## src/rtl/conv_pkg.sv

```systemverilog
// Shared types and helpers for the convolution frame scheduler.
// Define CONV_PAD_EN to run a padded (same-size) grid and export per-window border masks.
package conv_pkg;

    typedef enum logic [2:0] {
        IDLE,
        ISSUE,
        WAIT,
        EMIT,
        DONE
    } state_e;

`ifdef CONV_PAD_EN
    localparam bit PAD_EN = 1'b1;
`else
    localparam bit PAD_EN = 1'b0;
`endif

    // Bit positions inside eng_pad_mask = {top, bottom, left, right}.
    localparam int PAD_TOP   = 3;
    localparam int PAD_BOT   = 2;
    localparam int PAD_LEFT  = 1;
    localparam int PAD_RIGHT = 0;

    function automatic int out_dim(input int img, input int k);
        return PAD_EN ? img : (img - k + 1);
    endfunction

    function automatic int wd_width(input int timeout);
        return $clog2(timeout + 1);
    endfunction

endpackage

```

## src/rtl/conv_pos_counter.sv

```systemverilog
// Raster position counter: col runs first, wraps at OUT_W-1 and bumps row.
// Latency: clr/adv take effect on the next edge; last is combinational from the count.
// Backpressure: none, it moves only when adv is asserted.
module conv_pos_counter
    import conv_pkg::*;
#(
    parameter int OUT_W   = 3,
    parameter int OUT_H   = 3,
`ifdef CONV_PAD_EN
    parameter int HALF    = 1,
`endif
    parameter int COORD_W = 8
) (
    input  logic               clk,
    input  logic               rst_n,
    input  logic               clr,
    input  logic               adv,
    output logic [COORD_W-1:0] row,
    output logic [COORD_W-1:0] col,
`ifdef CONV_PAD_EN
    output logic [3:0]         pad_mask,
`endif
    output logic               last
);

    localparam logic [COORD_W-1:0] COL_LAST = COORD_W'(OUT_W - 1);
    localparam logic [COORD_W-1:0] ROW_LAST = COORD_W'(OUT_H - 1);

    logic [COORD_W-1:0] row_q, row_d;
    logic [COORD_W-1:0] col_q, col_d;

    always_comb begin
        row_d = row_q;
        col_d = col_q;
        if (clr) begin
            row_d = '0;
            col_d = '0;
        end else if (adv) begin
            if (col_q == COL_LAST) begin
                col_d = '0;
                row_d = row_q + COORD_W'(1);
            end else begin
                col_d = col_q + COORD_W'(1);
            end
        end
    end

    always_ff @(posedge clk or negedge rst_n) begin
        if (!rst_n) begin
            row_q <= '0;
            col_q <= '0;
        end else begin
            row_q <= row_d;
            col_q <= col_d;
        end
    end

`ifdef CONV_PAD_EN
    logic [3:0] mask_q, mask_d;

    // Mask is derived from the next position so it lands in the same edge as row/col.
    always_comb begin
        mask_d = mask_q;
        if (clr || adv) begin
            mask_d[PAD_TOP]   = int'(row_d) < HALF;
            mask_d[PAD_BOT]   = int'(row_d) > (OUT_H - 1 - HALF);
            mask_d[PAD_LEFT]  = int'(col_d) < HALF;
            mask_d[PAD_RIGHT] = int'(col_d) > (OUT_W - 1 - HALF);
        end
    end

    always_ff @(posedge clk or negedge rst_n) begin
        if (!rst_n) mask_q <= '0;
        else        mask_q <= mask_d;
    end

    assign pad_mask = mask_q;
`endif

    assign row  = row_q;
    assign col  = col_q;
    assign last = (row_q == ROW_LAST) && (col_q == COL_LAST);

endmodule

```

## src/rtl/conv_scheduler.sv

```systemverilog
// Walks one conv engine over the output grid in raster order, one result per start/done pair.
// Latency: start->eng_start 1, eng_done->out_valid 1, handshake->next eng_start 1 (3 cycles/pixel min).
// Backpressure: result held on out_valid until out_ready; no new window is issued meanwhile.
// CONV_PAD_EN selects the padded grid and adds eng_pad_mask.
module conv_scheduler
    import conv_pkg::*;
#(
    parameter int IMG_W   = 64,
    parameter int IMG_H   = 64,
    parameter int K       = 3,
    parameter int COORD_W = 8,
    parameter int ACC_W   = 16,
    parameter int TIMEOUT = 255
) (
    input  logic               clk,
    input  logic               rst_n,
    input  logic               start,
    input  logic               abort,
    output logic               eng_start,
    output logic [COORD_W-1:0] eng_row,
    output logic [COORD_W-1:0] eng_col,
    input  logic               eng_done,
    input  logic [ACC_W-1:0]   eng_result,
    output logic               out_valid,
    input  logic               out_ready,
    output logic [ACC_W-1:0]   out_data,
    output logic               out_last,
    output logic               busy,
    output logic               frame_done,
    output logic               timeout_err
`ifdef CONV_PAD_EN
    ,
    output logic [3:0]         eng_pad_mask
`endif
);

    localparam int OUT_W = out_dim(IMG_W, K);
    localparam int OUT_H = out_dim(IMG_H, K);
    localparam int WD_W  = wd_width(TIMEOUT);
    localparam logic [WD_W-1:0] WD_LAST = WD_W'(TIMEOUT - 1);

    state_e             state_q, state_d;
    logic [WD_W-1:0]    wd_q, wd_d;
    logic               eng_start_q, eng_start_d;
    logic               out_valid_q, out_valid_d;
    logic [ACC_W-1:0]   out_data_q, out_data_d;
    logic               out_last_q, out_last_d;
    logic               busy_q, busy_d;
    logic               frame_done_q, frame_done_d;
    logic               timeout_err_q, timeout_err_d;
    logic               pos_clr, pos_adv, pos_last;

    conv_pos_counter #(
        .OUT_W   (OUT_W),
        .OUT_H   (OUT_H),
`ifdef CONV_PAD_EN
        .HALF    ((K - 1) / 2),
`endif
        .COORD_W (COORD_W)
    ) u_pos (
        .clk      (clk),
        .rst_n    (rst_n),
        .clr      (pos_clr),
        .adv      (pos_adv),
        .row      (eng_row),
        .col      (eng_col),
`ifdef CONV_PAD_EN
        .pad_mask (eng_pad_mask),
`endif
        .last     (pos_last)
    );

    always_comb begin
        state_d       = state_q;
        wd_d          = wd_q;
        eng_start_d   = 1'b0;
        out_valid_d   = out_valid_q;
        out_data_d    = out_data_q;
        out_last_d    = out_last_q;
        frame_done_d  = 1'b0;
        timeout_err_d = timeout_err_q;
        pos_clr       = 1'b0;
        pos_adv       = 1'b0;

        if (abort) begin
            state_d     = IDLE;
            out_valid_d = 1'b0;
            out_last_d  = 1'b0;
        end else begin
            case (state_q)
                IDLE: if (start) begin
                    pos_clr       = 1'b1;
                    wd_d          = '0;
                    timeout_err_d = 1'b0;
                    eng_start_d   = 1'b1;
                    state_d       = ISSUE;
                end
                ISSUE: begin
                    wd_d    = '0;
                    state_d = WAIT;
                end
                // A done arriving on the watchdog's final cycle still counts.
                WAIT: if (eng_done) begin
                    out_data_d  = eng_result;
                    out_valid_d = 1'b1;
                    out_last_d  = pos_last;
                    state_d     = EMIT;
                end else if (wd_q == WD_LAST) begin
                    timeout_err_d = 1'b1;
                    state_d       = IDLE;
                end else begin
                    wd_d = wd_q + WD_W'(1);
                end
                EMIT: if (out_ready) begin
                    out_valid_d = 1'b0;
                    out_last_d  = 1'b0;
                    if (out_last_q) begin
                        frame_done_d = 1'b1;
                        state_d      = DONE;
                    end else begin
                        pos_adv     = 1'b1;
                        eng_start_d = 1'b1;
                        state_d     = ISSUE;
                    end
                end
                DONE: state_d = IDLE;
                default: state_d = IDLE;
            endcase
        end
        busy_d = (state_d != IDLE);
    end

    always_ff @(posedge clk or negedge rst_n) begin
        if (!rst_n) begin
            state_q       <= IDLE;
            wd_q          <= '0;
            eng_start_q   <= 1'b0;
            out_valid_q   <= 1'b0;
            out_data_q    <= '0;
            out_last_q    <= 1'b0;
            busy_q        <= 1'b0;
            frame_done_q  <= 1'b0;
            timeout_err_q <= 1'b0;
        end else begin
            state_q       <= state_d;
            wd_q          <= wd_d;
            eng_start_q   <= eng_start_d;
            out_valid_q   <= out_valid_d;
            out_data_q    <= out_data_d;
            out_last_q    <= out_last_d;
            busy_q        <= busy_d;
            frame_done_q  <= frame_done_d;
            timeout_err_q <= timeout_err_d;
        end
    end

    assign eng_start   = eng_start_q;
    assign out_valid   = out_valid_q;
    assign out_data    = out_data_q;
    assign out_last    = out_last_q;
    assign busy        = busy_q;
    assign frame_done  = frame_done_q;
    assign timeout_err = timeout_err_q;

endmodule

```

## config.mk

```make
export PLATFORM = sky130hd
export DESIGN_NAME = conv_scheduler
export DESIGN_NICKNAME = d
export VERILOG_FILES = /design/src/rtl/conv_pkg.sv /design/src/rtl/conv_pos_counter.sv /design/src/rtl/conv_scheduler.sv
export SDC_FILE = /design/constraint.sdc
export NUM_CORES = 1
export LEC_CHECK = 0
export CAP_MARGIN = 0
export CORE_ASPECT_RATIO = 0.75
export CORE_MARGIN = 2
export CORE_UTILIZATION = 40
export CTS_BUF_LIST = sky130_fd_sc_hd__clkbuf_4 sky130_fd_sc_hd__clkbuf_8
export DETAILED_ROUTE_END_ITERATION = 16
export HOLD_SLACK_MARGIN = 0.1
export PLACE_DENSITY = 0.66
export SYNTH_ARGS = -nofsm -noshare
export SYNTH_HDL_FRONTEND = slang
export SYNTH_HIERARCHICAL = 1
export SYNTH_SLANG_ARGS = --single-unit
```

## constraint.sdc

```tcl
create_clock -name clk -period 2.3 [get_ports clk]
set_input_delay 0.575 -clock clk [delete_from_list [all_inputs] [get_ports clk]]
set_output_delay 0.575 -clock clk [all_outputs]
set_load 0.005 [all_outputs]
```

==> results of run 1 <==
[metrics by stage]
step | hold slack, ns | instances
global placement | 0.4654 | 369
CTS | 0.2695 | 377
finish | 0.2552 | 380
detailed placement | 0.4687 | 369
global route | 0.2902 | 380
floorplan | 0.2794 | 228
[layout by cell type (no fill, tap or decap), drive strengths merged, types with 4 or more instances in the layout]
cell type	n
a21oi	15
clkdlybuf4s50	58
nand3	6
a31oi	10
nor2	13
buf	15
or4	4
nor2b	7
inv	9
mux2	21
or3	4
clkbuf	5
ha	6
nand4	6
dfrtp	49
o21ai	11
nand2	10
[registers in the layout, indices dropped and copies added (netlist names)]
signal,flops
timeout_err,1
out_last,1
out_valid,1
u_pos/col,8
u_pos/row,8
state_q,3
frame_done,1
wd_q,8
out_data,16
busy,1
eng_start,1
[logic make-up after synthesis]
logic type                 after synthesis
DFF                                     49
xor gates and xnor gates                 1
muxes                                   22
buffers and inverters                   20
AOI/OAI and AO/OA                       57
and+or+nand+nor                         73
adders and majority gates                6
[final timing paths]
kind,slack [ns],cells after the start,end
min,0.26,1,out_data[12]$_DFFE_PN0P_
min reg2reg,0.49,2,out_valid$_DFFE_PN0P_
max in group asynchronous,1.52,2,u_pos/row[5]$_DFFE_PN0P_
max reg2reg,0.34,7,u_pos/row[6]$_DFFE_PN0P_
min in group clk,0.49,2,out_valid$_DFFE_PN0P_
max,0.09,8,u_pos/row[6]$_DFFE_PN0P_
[cells in the mapped netlist (3+ instances only)]
cell and n:
nor2b_1 7, nor4_4 3, or3_1 4, mux2_4 8, and4_1 3, nor2_1 12
dfrtp_1 49, ha_1 6, buf_2 3, a21oi_1 15, a31oi_1 10, nand4_1 4
nand3_1 6, clkbuf_1 3, or4_1 4, mux2_2 11, a41oi_1 3, buf_6 3
o31ai_1 3, nand2_1 9, a21o_1 3, o21ai_0 11, inv_1 9
[per-layer routing]
metal  up-vias  track usage  routed length, um
met5         -            0                  0
met4         0      0.03912                 19
met3         2      0.04615                417
met2        53       0.2585               2616
met1      1009       0.2510               2774
li1        995            -                  -
[timing repair]
| action | in CTS | in global routing |
|---|---|---|
| resized for setup | 0 | 5 |
| setup endpoints to repair | 0 | 9 |
| buffers inserted | 0 | 2 |
| hold buffers | 0 | 0 |
[power by group]
group	switching (mW)	internal [mW]
Sequential	0.0971	1.02
Clock	0.308	0.214
Combinational	0.213	0.481
[area by class of cell]
type,instances,share of cell area
clock buffers,5,0.02008
clock inverters,3,0.006572
inverters,9,0.009858
multi-input cells,160,0.3698
flip-flops and latches,49,0.3578
well taps,81,0.02957
repair buffers,73,0.2063
==> impl_metrics.csv, run 1 <==
group,metric,value,unit
yosys,ys_seq_area_frac,0.4769,
yosys,netlist_area,2571,sq um
timing,finClkSkew,0.005789,ns
outcome,status,"finished, final reports clean",
layout,fin_util,0.5478,
yosys,synth_top_family_by_area,"simple AND/OR/NAND/NOR gates",
worst_setup_path,cp.required,2.49,ns
placed_design,port-buffer-count,59,
yosys,synth_fp_nets,256,
timing,slew_headroom,0.6268,
clock_network,path_clk_slew,0.10,ns
yosys,ys_warn_count,6,
worst_setup_path,slowest_stage,"clkdlybuf4s50_1",
detailed_routing,avgViaCountPerCell,5.418,
power,ir_drop,0.0002785,V
placed_design,dpl_cell_area,3286,sq um
die,rows,25,
worst_setup_path,critical_path.cell_chain,"clkdlybuf4s50_1 > nor2_2 > nand4_1 > nor2_4 > buf_4 > nand4bb_2 > nor4_4 > mux2_2",
detailed_routing,wl_per_cell,15.34,um
layout,fin_area,3427,sq um
placed_design,place.gp.congestion,0.8195,
yosys,synth-edff-count,0,
timing,finalMaxSlewViolations,0,
timing,max_freq,453.5,MHz
power,p_leak,1.482,nW
timing,fin_crit,2.205,ns
worst_setup_path,arrival,2.40,ns
detailed_routing,vias,2059,
die,die_w,96.58,um
detailed_routing,dr.pass1.iters,4,
worst_setup_path,startpoint_type,"input pin",
clock_network,clk_latency,0.30,ns
grt,grt_pass1_wl,9632,um
worst_setup_path,endpoint_kind,"flip-flop",
detailed_routing,drtAntennaViolNets,0,
worst_setup_path,reg2reg_from,"state_q[2]$_DFF_PN0_",
layout,regArea,1226,sq um
clock_network,cts_max_path_buffers,2,
clock_network,cts.sinks,49,
yosys,synth.area.top_cells,"dfrtp_1, mux2_2, mux2_4",
die,die_h,73.44,um
layout,drive_gt1_frac,0.1973,
worst_setup_path,slowest_delay,0.44,ns
die,core_area,6256,sq um
yosys,synthAdderAreaFrac,0.02920,
clock_network,cts_tree,"yes",
clock_network,h-tree-depth,2,
power,power.density_cell_area,681.2,nW/um^2
power,total_power,2.334,mW
placed_design,hpwl,3977,um
yosys,synth_simple_gate_area_share,0.1995,
timing,setup_violations,0,
worst_setup_path,startpoint,"abort",
yosys,synth_cell_types,54,
clock_network,cts_buffers,5,
yosys,synth_mux_area_frac,0.1075,
yosys,synth-seq-cells,49,
timing,hold_viol_final,0,
yosys,async_flop_share,1.000,
yosys,avgSynthCellArea,11.28,sq um
detailed_routing,drtIter0Drc,51,
layout,diodes,0,
yosys,synthFlopType,"dfrtp_1",
yosys,synth_top_area_cell,"dfrtp_1",
hold_path,hp-class,"in -> async",
worst_setup_path,crit_family,"simple AND/OR/NAND/NOR gates",
die,die_area,7092,sq um
yosys,synth_top_area_share,0.4769,
layout,multi_input_area,1267,sq um
grt,grt_max_degree,26,
detailed_routing,drc,0,
die,io_pins,60,
yosys,synth_compound_area_frac,0.1411,
layout,fillers,583,
yosys,synth_xor_area_frac,0.003406,
yosys,syn_inst,228,
worst_setup_path,path_buf_inv,2,
flow_run,max_cap_viol_count,0,
layout,area_growth_syn_to_layout,33.28,%
grt,first_global_vias,2016,
worst_setup_path,path_class,"in -> reg",
clock_network,cts_root_buf,"clkbuf_8",
detailed_routing,drt_wl_total,5828,um
grt,grt_usage,0.1725,
timing,period_share,0.9588,
placed_design,post-place-ws,-0.2830,ns
timing,tns,0,ns
worst_setup_path,cp_max_fo,5,
die,initial_core_util,0.4110,
grt,antenna_found_initial,0,
grt,overflow,0,
timing,finalWorstSetupSlack,0.09474,ns
layout,final_nets,326,
timing,tightest_slew,0.5598,ns
Note: power is estimated with default switching activity, not from simulation.
==> run 2: changes to the inputs <==
--- a/config.mk
+++ b/config.mk
@@ -17,3 +17,4 @@
 export SYNTH_HDL_FRONTEND = slang
 export SYNTH_HIERARCHICAL = 1
 export SYNTH_SLANG_ARGS = --single-unit
+export TNS_END_PERCENT = 1
==> results of run 2 <==
The final DEF is identical to that of run 1; final timing and power are the same.
